File: src/rtl/ca2_a_signo_magnitud.sv
// ca2_a_signo_magnitud: bit-serial (LSB first) two's complement -> sign/magnitude converter, rev 1.0
// Optional macro CA2_SM_MINNEG_EN adds the min_neg output flag.
`default_nettype none

module ca2_a_signo_magnitud #(
  parameter int WIDTH = 4
) (
  input  logic             clk,
  input  logic             rst,
  input  logic             start,
  input  logic [WIDTH-1:0] din,
  output logic             busy,
  output logic             done,
  output logic             sign,
  output logic [WIDTH-1:0] mag
`ifdef CA2_SM_MINNEG_EN
  ,
  output logic             min_neg
`endif
);

  localparam int CNT_W = $clog2(WIDTH) + 1;

  typedef enum logic [1:0] {
    S_IDLE  = 2'd0,
    S_SHIFT = 2'd1,
    S_DONE  = 2'd2
  } state_t;

  state_t             state_q, state_d;
  logic [WIDTH-1:0]   shift_q;
  logic [WIDTH-1:0]   res_q;
  logic [WIDTH-1:0]   res_d;
  logic [CNT_W-1:0]   cnt_q;
  logic               seen_q;
  logic               sign_q;
  logic               out_sign_q;
  logic [WIDTH-1:0]   mag_q;
  logic               bit_o;
  logic               last_bit;
`ifdef CA2_SM_MINNEG_EN
  logic               minneg_cap_q;
  logic               minneg_q;
`endif

  // Negative operands: copy bits up to and including the first 1, invert the rest.
  always_comb begin
    bit_o    = shift_q[0];
    res_d    = res_q;
    last_bit = 1'b0;
    if (sign_q && seen_q) begin
      bit_o = ~shift_q[0];
    end
    res_d    = {bit_o, res_q[WIDTH-1:1]};
    last_bit = (cnt_q == CNT_W'(WIDTH - 1));
  end

  always_comb begin
    state_d = state_q;
    case (state_q)
      S_IDLE:  if (start) state_d = S_SHIFT;
      S_SHIFT: if (last_bit) state_d = S_DONE;
      S_DONE:  state_d = S_IDLE;
      default: state_d = S_IDLE;
    endcase
  end

  always_ff @(posedge clk) begin
    if (rst) begin
      state_q <= S_IDLE;
    end else begin
      state_q <= state_d;
    end
  end

  always_ff @(posedge clk) begin
    if (rst) begin
      shift_q      <= '0;
      res_q        <= '0;
      cnt_q        <= '0;
      seen_q       <= 1'b0;
      sign_q       <= 1'b0;
      out_sign_q   <= 1'b0;
      mag_q        <= '0;
`ifdef CA2_SM_MINNEG_EN
      minneg_cap_q <= 1'b0;
      minneg_q     <= 1'b0;
`endif
    end else begin
      case (state_q)
        S_IDLE: begin
          if (start) begin
            shift_q      <= din;
            sign_q       <= din[WIDTH-1];
            cnt_q        <= '0;
            seen_q       <= 1'b0;
            res_q        <= '0;
`ifdef CA2_SM_MINNEG_EN
            minneg_cap_q <= (din == {1'b1, {(WIDTH-1){1'b0}}});
`endif
          end
        end
        S_SHIFT: begin
          seen_q  <= seen_q | shift_q[0];
          res_q   <= res_d;
          shift_q <= shift_q >> 1;
          cnt_q   <= cnt_q + CNT_W'(1);
          // Results only become visible once the final bit is in.
          if (last_bit) begin
            mag_q      <= res_d;
            out_sign_q <= sign_q;
`ifdef CA2_SM_MINNEG_EN
            minneg_q   <= minneg_cap_q;
`endif
          end
        end
        default: begin
        end
      endcase
    end
  end

  assign busy = (state_q != S_IDLE);
  assign done = (state_q == S_DONE);
  assign sign = out_sign_q;
  assign mag  = mag_q;
`ifdef CA2_SM_MINNEG_EN
  assign min_neg = minneg_q;
`endif

endmodule

`default_nettype wire

File: config.mk
export PLATFORM = sky130hd
export DESIGN_NAME = ca2_a_signo_magnitud
export DESIGN_NICKNAME = d
export VERILOG_FILES = /design/src/rtl/ca2_a_signo_magnitud.sv
export SDC_FILE = /design/constraint.sdc
export NUM_CORES = 1
export LEC_CHECK = 0
export BUFFER_PORTS_ARGS = -buffer_cell sky130_fd_sc_hd__buf_4
export CORE_AREA = 8 8 46 57
export CTS_BUF_LIST = sky130_fd_sc_hd__clkbuf_8
export CTS_CLUSTER_DIAMETER = 60
export DETAILED_ROUTE_END_ITERATION = 8
export DIE_AREA = 0 0 54 65
export PLACE_DENSITY = 0.75
export SYNTH_ARGS = -nofsm -noshare
export SYNTH_HDL_FRONTEND = slang
export SYNTH_SLANG_ARGS = --single-unit
File: constraint.sdc
create_clock -name clk -period 1.24 [get_ports clk]
set_input_delay 0.062 -clock clk [delete_from_list [all_inputs] [get_ports clk]]
set_output_delay 0.062 -clock clk [all_outputs]
set_load 0.02 [all_outputs]
==> run_results.csv <==
group,metric,value,unit
status,status,"completed",
logic_synthesis,synth_cells,84,
detailed_routing,drt_wl_total,1747,µm
pwr,leakage,0.0004366,µW
critical_path,timing_worst_setup_path_type,"register to register",
sta,drv_slew,0,
min_path,hp-class,"input port to register",
detailed_routing,ant_nets,0,
logic_synthesis,yosysMostFrequentCell,"dfxtp_1",
logic_synthesis,yosys_warnings,0,
grt,antenna_found_initial,0,
place,finalWeightedCongestion,0.7754,
grt,grt_pass1_wl,2842,µm
place,io_buffers,13,
critical_path,cpMaxStageDelayCell,"dfxtp_2",
place,place_hpwl,1270,µm
sta,post-route-period-util,95.05,%
logic_synthesis,synth_edf_count,0,
die,dieArea,3510,µm²
sta,maxSlewHeadroom,80.38,%
clock_network,cts_tree,"done",
grt,overflow,0,
detailed_routing,wl_per_cell,14.20,µm
clock_network,cts_max_level,1,
pwr,power,1226,µW
die,start_util,46.84,%
pwr,powerDensity,1155,nW/µm²
sta,whs,116.3,ps
critical_path,cp-start-kind,"register",
detailed_routing,via_per_inst,5.528,
place,dp.cells,117,
logic_synthesis,ys_ff_latch,19,
logic_synthesis,yosysTopAreaCell,"dfxtp_1",
clock_network,clockBufferDepth,2,
cells_and_area,drive_gt1_share,37.50,%
cells_and_area,final_core_util,60.83,%
job,maxCapViolCount,0,
sta,min_period,1179,ps
logic_synthesis,netlist.area_leader.share,46.55,%
clock_network,ctsHoldBuffers,0,
sta,hold_viol_final,0,
sta,worst_slew_pin_slew,293.2,ps
cells_and_area,antenna_cells,0,
grt,track_usage,10.47,%
logic_synthesis,ys_top_cells_by_area,"dfxtp_1 (47%), nor2_1 (5.5%), mux2i_1 (4.9%)",
clock_network,cts-root-buf,"clkbuf_8",
logic_synthesis,syn-cell-area,817.0,µm²
detailed_routing,drt_pass1_iterations,4,
critical_path,slowest_delay,330,ps
critical_path,crit_arrival,1370,ps
critical_path,path_cells,"ha_2 > ha_4 > nand3b_1 > buf_4 > nand2_1 > a21oi_1",
clock_network,cts_sinks,19,
cells_and_area,layout.cells.non_filler,123,
detailed_routing,drt_iter0_markers,6,
sta,fin_skew,3.036,ps
grt,grt_start_max_net_pins,21,
clock_network,cts_buffers,3,
cells_and_area,nets,114,
logic_synthesis,async_flop_share,0,%
die,rows,17,
logic_synthesis,ys_types,30,
logic_synthesis,synth-seq-area-share,46.55,%
logic_synthesis,synth.avg_cell_area,9.727,µm²
critical_path,cp-end-kind,"register",
die,placeableCoreArea,1744,µm²
sta,setup_ws,61.34,ps
critical_path,cp_top_family,"adder cells",
detailed_routing,vias,680,
clock_network,clk_pin_slew,70,ps
critical_path,worst-path-buf-inv,1,
critical_path,cp_max_fo,4,
clock_network,clk_latency,250,ps
die,die_w,54,µm
sta,setup_viol_count_final,0,
grt,grt_pass1_vias,712,
detailed_routing,drc,0,
logic_synthesis,synthesis.nets,93,
die,pin_count,14,
place,place_ws,38.16,ps
die,die_height,65,µm
pwr,ir_worst_vdd,0.6344,mV
sta,timing.fmax,848.4,MHz
logic_synthesis,synth_commonest_cells,"dfxtp_1 (19), nor2_1 (12), a21oi_1 (6)",
logic_synthesis,yosys_most_used_dff,"dfxtp_1",
cells_and_area,area_delta_synth_final,29.86,%
critical_path,cp.required,1430,ps
-- metrics by stage --
stage	setup TNS [ps]	instance area, µm²
floorplan	0	819.5
global placement	0	963.4
detailed placement	0	963.4
CTS	0	1020
global route	-0.5491	1061
finish	0	1061
-- where the power goes --
part | switching [µW] | leakage (µW) | internal (µW)
sequential | 17.7 | 0.000157 | 631
combinational | 71.9 | 0.000254 | 80.0
clock | 202 | 0.0000255 | 223
-- final timing paths --
check	from	end	slack [ps]	cells after the start
setup / recovery	cnt_q[0]$_SDFFE_PP0P_	mag[2]$_SDFFE_PP0P_	60	6
hold / removal	rst	mag[0]$_SDFFE_PP0P_	120	2
setup reg to reg	cnt_q[0]$_SDFFE_PP0P_	mag[2]$_SDFFE_PP0P_	60	6
hold reg to reg	state_q[1]$_SDFFE_PP0P_	state_q[0]$_SDFFE_PP0P_	450	1
-- registers in the layout, summed over array words and instances, names as in the netlist --
register,cells
sign_q,1
state_q,2
seen_q,1
cnt_q,3
shift_q,4
mag,4
res_q,3
sign,1
-- layout by cell type, fill, tap and decap left out, drive strengths merged --
master	synthesis	layout
nand3	3	3
mux2i	4	4
or2	1	1
and4bb	1	1
dfxtp	19	19
clkbuf	3	3
nand2	4	4
o31ai	1	1
ha	2	2
buf	2	21
nor2b	2	2
and2b	1	1
mux2	1	1
nor3	1	1
nor2	12	12
o21bai	1	1
xor2	1	1
a2bb2oi	1	1
or3b	1	1
a211oi	4	4
clkinv	0	1
nand2b	1	1
nand3b	2	2
a21oi	7	7
a311oi	1	1
o21ai	2	2
o21ba	1	1
a22oi	3	3
inv	2	2
-- logic make-up (layout without fill, tap and decap cells) --
| group | Yosys count | in the layout | share of synthesized area, % |
|---|---|---|---|
| muxes | 5 | 5 | 6.279 |
| and+or+nand+nor | 29 | 29 | 18.22 |
| buffers and inverters | 7 | 27 | 5.207 |
| AOI/OAI and AO/OA | 21 | 21 | 19.60 |
| DFF | 19 | 19 | 46.55 |
| adders and majority gates | 2 | 2 | 3.062 |
| xor gates and xnor gates | 1 | 1 | 1.072 |
-- layer usage --
metal | global-route usage, % | wire (µm) | vias to the layer above
met4 | 5.556 | 36 | 0
met2 | 18.60 | 906 | 18
li1 | - | - | 333
met1 | 10.35 | 695 | 324
met5 | 0 | 0 | -
met3 | 2.968 | 109 | 5
-- cell type report --
class,count,area [µm²]
timing repair buffer,21,177.7
clock buffer,3,41.29
inverter,2,7.507
fill,160,683.2
sequential,19,390.4
multi-input combinational,58,415.4
tap,19,23.77
clock inverter,1,5.005
-- timing repair --
item                       4_1_cts  5_1_grt
buffers inserted                 0        2
setup endpoints to repair        1        6
resized for setup                4        8
pin swaps                        0        3
No activity file was read; power rests on OpenSTA's default activity.
